[src/rtl/mem_arbiter.sv]
// mem_arbiter: two-port round-robin arbiter in front of a single-ported memory.
// One transaction is in flight at a time; a stalled memory is released after
// TO_CYC cycles and the requester is told about it through its err flag.
module mem_arbiter #(
  parameter int DATA_W = 32,
  parameter int ADDR_W = 9,
  parameter int TO_CYC = 16
) (
  input  logic              clk,
  input  logic              reset,
  input  logic              r0_valid,
  output logic              r0_ready,
  input  logic              r0_we,
  input  logic [ADDR_W-1:0] r0_addr,
  input  logic [DATA_W-1:0] r0_wdata,
  output logic              r0_rvalid,
  output logic [DATA_W-1:0] r0_rdata,
  output logic              r0_err,
  input  logic              r1_valid,
  output logic              r1_ready,
  input  logic              r1_we,
  input  logic [ADDR_W-1:0] r1_addr,
  input  logic [DATA_W-1:0] r1_wdata,
  output logic              r1_rvalid,
  output logic [DATA_W-1:0] r1_rdata,
  output logic              r1_err,
  output logic              m_req,
  output logic              m_we,
  output logic [ADDR_W-1:0] m_addr,
  output logic [DATA_W-1:0] m_wdata,
  input  logic              m_ack,
  input  logic [DATA_W-1:0] m_rdata,
  output logic              owner,
  output logic              busy
);

  typedef enum logic [1:0] {
    IDLE = 2'd0,
    BUSY = 2'd1,
    DONE = 2'd2
  } state_t;

  // Last BUSY cycle before the ack wait is abandoned.
  localparam logic [7:0] TO_LAST = 8'(TO_CYC - 1);

  state_t              state;
  logic                last_grant;
  logic                owner_q;
  logic [7:0]          count;
  logic                lat_we;
  logic [ADDR_W-1:0]   lat_addr;
  logic [DATA_W-1:0]   lat_wdata;
  logic [DATA_W-1:0]   cap_rdata;
  logic                cap_err;
  logic                grant0;
  logic                grant1;

  // Arbitration: a lone requester wins; on a tie the port that did not win last time goes.
  always_comb begin
    grant0 = 1'b0;
    grant1 = 1'b0;
    if (state == IDLE) begin
      if (r0_valid && (!r1_valid || last_grant)) begin
        grant0 = 1'b1;
      end else if (r1_valid) begin
        grant1 = 1'b1;
      end
    end
  end

  // Transaction FSM: latch on handshake, wait for ack or timeout, then pulse completion.
  always_ff @(posedge clk) begin
    if (reset) begin
      state      <= IDLE;
      last_grant <= 1'b1;
      owner_q    <= 1'b0;
      count      <= '0;
      lat_we     <= 1'b0;
      lat_addr   <= '0;
      lat_wdata  <= '0;
      cap_rdata  <= '0;
      cap_err    <= 1'b0;
    end else begin
      case (state)
        IDLE: begin
          if (grant0 || grant1) begin
            lat_we    <= grant1 ? r1_we    : r0_we;
            lat_addr  <= grant1 ? r1_addr  : r0_addr;
            lat_wdata <= grant1 ? r1_wdata : r0_wdata;
            owner_q   <= grant1;
            count     <= '0;
            state     <= BUSY;
          end
        end
        BUSY: begin
          if (m_ack) begin
            cap_rdata <= lat_we ? '0 : m_rdata;
            cap_err   <= 1'b0;
            state     <= DONE;
          end else if (count == TO_LAST) begin
            cap_rdata <= '0;
            cap_err   <= 1'b1;
            state     <= DONE;
          end else begin
            count <= count + 8'd1;
          end
        end
        DONE: begin
          last_grant <= owner_q;
          state      <= IDLE;
        end
        default: begin
          state <= IDLE;
        end
      endcase
    end
  end

  // Output decode: every output is a function of registered state, except the IDLE readies.
  always_comb begin
    r0_ready  = grant0;
    r1_ready  = grant1;
    m_req     = (state == BUSY);
    m_we      = lat_we;
    m_addr    = lat_addr;
    m_wdata   = lat_wdata;
    owner     = owner_q;
    busy      = (state != IDLE);
    r0_rvalid = (state == DONE) && !owner_q;
    r1_rvalid = (state == DONE) && owner_q;
    r0_rdata  = r0_rvalid ? cap_rdata : '0;
    r1_rdata  = r1_rvalid ? cap_rdata : '0;
    r0_err    = r0_rvalid & cap_err;
    r1_err    = r1_rvalid & cap_err;
  end

endmodule

[config.mk]
export PLATFORM = sky130hd
export DESIGN_NAME = mem_arbiter
export DESIGN_NICKNAME = d
export VERILOG_FILES = /design/src/rtl/mem_arbiter.sv
export SDC_FILE = /design/constraint.sdc
export NUM_CORES = 1
export LEC_CHECK = 0
export CORE_ASPECT_RATIO = 0.5
export CORE_UTILIZATION = 33
export CTS_CLUSTER_SIZE = 12
export DETAILED_ROUTE_END_ITERATION = 8
export PLACE_DENSITY_LB_ADDON = 0.2
export SYNTH_ARGS = -nofsm -noshare
export SYNTH_HDL_FRONTEND = slang
export SYNTH_SLANG_ARGS = --single-unit
[constraint.sdc]
create_clock -name clk -period 1.8 [get_ports clk]
set_clock_uncertainty 0.1 [all_clocks]
set_input_delay 0.18 -clock clk [delete_from_list [all_inputs] [get_ports clk]]
set_output_delay 0.18 -clock clk [all_outputs]
set_load 0.05 [all_outputs]
## Word-level counts from Yosys, hierarchy flattened

Cells that the tools add are included.

| cells by class | value |
|---|---|
| add/sub/neg operators | 1 |
| equal/unequal tests | 7 |
| mux-type cells | 23 |
| bitwise operators | 2 |
| reduce and logical (&&, ||, !) cells | 15 |

Operator list:

| operator | count |
|---|---|
| $mux 32 | 6 |
| $mux 8 | 3 |
| $pmux 8 s2 | 1 |
| $mux 9 | 1 |
| $add 8x1->8 const B | 1 |
| $eq 8x4->1 const B | 1 |
| $mux 1 | 8 |
| $mux 2 | 3 |
| $reduce_and 2->1 | 3 |
| $reduce_bool 2->1 | 3 |
| $ne 2x2->1 const B | 2 |
| $pmux 2 s2 | 1 |
| $reduce_and 4->1 | 1 |
| $logic_and 1x1->1 | 3 |
| $ne 3x1->1 const B | 1 |
| $and 1x1->1 | 2 |
| $eq 2x1->1 const B | 1 |
| $eq 2x2->1 const B | 1 |
| $logic_not 1->1 | 2 |
| $logic_not 2->1 | 1 |
| $logic_or 1x1->1 | 2 |
| $ne 2x1->1 const B | 1 |

| word-level totals | value |
|---|---|
| register bits after elaboration | 87 |

## Depth between registers and ports, before layout

| logic depth | value |
|---|---|
| word-level depth | 8 |
| gate-level depth with buffers | 6 |
| depth with buffers taken out | 5 |

## Least setup slack after synthesis

No wires, ideal clock.

| timing path | value |
|---|---|
| path type | register to output |
| start | reg owner_q (netlist: owner) |
| end | out r1_rdata[22] |
| arrival time | 2.121 ns |
| required time | 1.520 ns |
| path slack | -0.601 ns |
| cell stages (with the launch flop) | 5 |
| path buffers | 1 |
| path through | dfxtp_1 > inv_1 > nor2_1 > clkbuf_1 > and2_1 |

| between the ends | value |
|---|---|
| word-level cells in the longest chain between the ends | 2 |

Ends and longest elaborated chain:

| what | line | source |
|---|---|---|
| start, declared | 48 | `logic owner_q;` |
| start signal, assigned | 90 | `owner_q <= grant1;` |
| $logic_and 1x1->1 | 130 | `r1_rvalid = (state == DONE) && owner_q;` |
| named net r1_rvalid | 24 | `output logic r1_rvalid,` |
| $mux 32 | 132 | `r1_rdata = r1_rvalid ? cap_rdata : '0;` |
| end, declared | 25 | `output logic [DATA_W-1:0] r1_rdata,` |

The timed path passes the listed nets, and every way through them passes these cells.

## Final worst setup path

| timing path | value |
|---|---|
| start | reg state[0] |
| end | out r0_rdata[15] |

| between the ends | value |
|---|---|
| word-level cells in the longest chain between the ends | 3 |

Ends and longest elaborated chain:

| what | line | source |
|---|---|---|
| start, declared | 46 | `state_t state;` |
| start signal, assigned | 74 | `state <= IDLE;` |
| start signal, assigned | 92 | `state <= BUSY;` |
| start signal, assigned | 99 | `state <= DONE;` |
| $eq 2x2->1 | 129 | `r0_rvalid = (state == DONE) && !owner_q;` |
| $logic_and 1x1->1 | 129 |  |
| $mux 32 | 131 | `r0_rdata = r0_rvalid ? cap_rdata : '0;` |
| end, declared | 17 | `output logic [DATA_W-1:0] r0_rdata,` |

Every way passes these cells.

==> impl_table.tex <==
\begin{tabular}{lr}
\hline
Metric & Value \\
\hline
\multicolumn{2}{l}{\textbf{Status}} \\
Result of the run & finished with violations \\
Violations in the final reports & negative setup slack \\
\multicolumn{2}{l}{\textbf{Die}} \\
Die W & 150 um \\
Effective utilization at floorplan & 0.347 \\
Top Ports & 236 \\
Rows & 26 \\
Area of the placeable core & 10400 um\^{}2 \\
Die ar. & 11400 um\^{}2 \\
Height of the die & 75.9 um \\
\multicolumn{2}{l}{\textbf{Clock tree}} \\
Insertion delay of the later-clocked pin in the worst-skew pair & 0.33 ns \\
Clock transition at the register clock pins on the worst setup and hold paths after CTS & 0.06 ns \\
Num CTS Buffers & 9 \\
CTS sink cnt & 87 \\
Buffer type at the clock tree root & clkbuf\_16 \\
Clock Tree Buf Depth & 2 \\
Clock tree from TritonCTS & done \\
\# H-tree levels & 3 \\
Number of buffers added to fix hold violations after cts & 0 \\
\multicolumn{2}{l}{\textbf{Cells and area}} \\
Layout cell share with drive strength beyond 1 & 0.340 \\
Net count, final & 741 \\
Util after Layout & 0.746 \\
Filler cell count & 722 \\
Number of diodes added for antenna fixing & 0 \\
Area growth from synthesis to final layout & 115\% \\
\multicolumn{2}{l}{\textbf{Placement}} \\
HPWL after detailed placement & 8.91 mm \\
Worst slack at placement & -0.117 ns \\
Routability Congestion & 0.800 \\
Buffers added on ports & 235 \\
\multicolumn{2}{l}{\textbf{Timing}} \\
Least-Margin Pin Slew & 0.605 ns \\
Final setup violation count & 2 \\
Max-Slew Margin vs Limit & 0.597 \\
Setup Total Neg Slack & -0.00428 ns \\
Highest attainable clock frequency & 0.554 GHz \\
Time the final worst path needs with I/O delays and setup & 1.80 ns \\
Worst slack on hold paths & 0.245 ns \\
Final hold violations & 0 \\
Final WS setup & -0.00343 ns \\
Number of max-slew violations in the final report & 0 \\
Fin crit share & 1.00 \\
Unrepaired setup endpoints after global routing & yes \\
\multicolumn{2}{l}{\textbf{Setup path}} \\
Arrival time of the worst setup path & 1.52 ns \\
Startpoint type of the worst setup path & flop \\
Worst Path Max Fanout & 8 \\
Worst Setup End Kind & output port \\
Setup CP Type & flop to output port \\
Worst endpoint required time & 1.52 ns \\
\multicolumn{2}{l}{\textbf{Routing}} \\
Drt wl/cell & 17.6 um \\
WL final & 13.4 mm \\
Routed via count & 4025 \\
Antenna viol nets, final & 0 \\
DRC violations left & 0 \\
Number of iterations in the first detailed-routing pass & 9 \\
Vias per std cell & 5.27 \\
Iteration-0 DRC count of the detailed router & 393 \\
\multicolumn{2}{l}{\textbf{GRT}} \\
First-pass GRT wire length & 20.6 mm \\
Largest net degree at the start of global routing & 58 \\
Grt total ovfl & 0 \\
Initial antenna violation count & 0 \\
Vias in the first global route & 4008 \\
Total track usage & 0.228 \\
\multicolumn{2}{l}{\textbf{Power}} \\
Power density over the cells & 691 nW/um\^{}2 \\
Static power due to leakage & 3.31 nW \\
Max IR drop VDD & 0.482 mV \\
\multicolumn{2}{l}{\textbf{Synth}} \\
Sequential cell area fraction in the yosys report & 0.483 \\
Asr flop ratio synth & 0 \\
Count of mapped cells out of synthesis & 371 \\
Syn\_area\_per\_cell & 9.72 um\^{}2 \\
Count of flip-flops with a built-in enable after synthesis & 0 \\
Synth unique cells & 39 \\
Mapped Area & 3610 um\^{}2 \\
Net count after synthesis & 493 \\
Flip-flop and latch count after synthesis & 87 \\
Primary FF master, synth & dfxtp\_1 \\
Yosys synthesis warning count & 0 \\
\multicolumn{2}{l}{\textbf{Flow run}} \\
Maximum Capacitance Violations & 0 \\
\multicolumn{2}{l}{\textbf{Hold path}} \\
Worst min path class & primary input to flop \\
\hline
\end{tabular}
-- cell type report --
| cell class | count | area (um^2) | area share |
|---|---|---|---|
| inverters | 3 | 11.3 | 0.00145 |
| well taps | 140 | 175 | 0.0226 |
| flip-flops and latches | 87 | 1750 | 0.226 |
| clock buffers | 10 | 229 | 0.0295 |
| multi-input cells | 247 | 1940 | 0.250 |
| repair buffers | 271 | 3590 | 0.462 |
| clock inverters | 6 | 67.6 | 0.00870 |
-- what timing repair did --
item,in CTS,in global routing
gates cloned,2,4
gates resized for setup,40,64
pin swaps,5,10
setup endpoints to repair,68,113
setup buffers,4,1
-- critical path: stages, from the launching register on --
cell       delay [ns]
dfxtp_4          0.35
nand2b_4         0.16
nor2_4           0.11
buf_6            0.14
clkbuf_16        0.14
and2_4           0.15
buf_12           0.13
-- metrics by stage --
step                instance area (um^2)  total power [mW]  std cells
global route                        7770              5.57        764
CTS                                 7510              5.38        759
detailed placement                  7030              3.47        737
floorplan                           3640              2.82        371
global placement                    7030              3.45        737
finish                              7770              5.37        764
-- worst paths after layout --
| kind | start | end | slack [ns] | cells after the start |
|---|---|---|---|---|
| worst max-delay path | state[0] | r0_rdata[15] | -0.003 | 6 |
| worst min register to register | m_wdata[8] | m_wdata[8] | 0.40 | 2 |
| worst min-delay path | reset | state[1] | 0.25 | 4 |
| worst max register to register | count[0] | cap_rdata[11] | 0.01 | 7 |
-- sequential cells by signal, indices dropped and copies added (netlist names) --
name	cells
cap_err	1
cap_rdata	32
count	8
last_grant	1
m_addr	9
m_wdata	32
m_we	1
owner	1
state	2
-- layout by cell type (no fill, tap or decap), types with 3 or more instances in the layout --
cell type	n
dfxtp_2	3
dlymetal6s2s_1	17
nand2_1	6
nor4_1	3
a222oi_1	42
and2_4	63
nand4b_1	3
clkdlybuf4s50_1	140
nand2b_1	3
nand3_1	6
o211a_1	3
a21oi_1	8
nor3_1	3
buf_12	80
dfxtp_1	82
nor2_1	43
buf_6	4
inv_1	3
buf_4	23
clkbuf_16	12
a22o_1	32
-- per-layer routing --
metal,GRT usage,up-vias,wire (um)
met4,0.0717,0,233
met1,0.265,1940,5510
li1,-,1893,-
met5,0,-,0
met2,0.411,173,6870
met3,0.0548,19,833
-- cell usage after synthesis, types with 2 or more instances --
| library cell | instances | area share |
|---|---|---|
| a31oi_1 | 2 | 0.0035 |
| nor3_1 | 3 | 0.0042 |
| buf_2 | 10 | 0.014 |
| clkbuf_1 | 21 | 0.022 |
| buf_4 | 3 | 0.0062 |
| nand2b_1 | 4 | 0.0069 |
| a21oi_1 | 9 | 0.012 |
| nand4b_1 | 3 | 0.0073 |
| o211a_1 | 3 | 0.0083 |
| nor4_1 | 3 | 0.0052 |
| a222oi_1 | 42 | 0.12 |
| nand3_1 | 6 | 0.0083 |
| and3_1 | 2 | 0.0035 |
| nand2_1 | 6 | 0.0062 |
| nor2_1 | 46 | 0.048 |
| and2_1 | 66 | 0.11 |
| inv_1 | 3 | 0.0031 |
| dfxtp_1 | 87 | 0.48 |
| a22o_1 | 32 | 0.078 |
-- cell families (layout without fill, tap and decap cells) --
logic type,Yosys count,count (layout),synth area share
simple gates,148,148,0.228
compound gates,98,98,0.241
flops,87,87,0.483
buf+inv,37,290,0.0451
fa+ha+maj,1,1,0.00347
-- power breakdown --
| group | leakage [nW] | total [mW] | internal, mW | switching (mW) |
|---|---|---|---|---|
| combinational | 2.46 | 1.37 | 0.667 | 0.707 |
| sequential | 0.714 | 2.13 | 2.05 | 0.0801 |
| clock | 0.139 | 1.87 | 1.08 | 0.784 |
(Power assumes the default switching activity.)
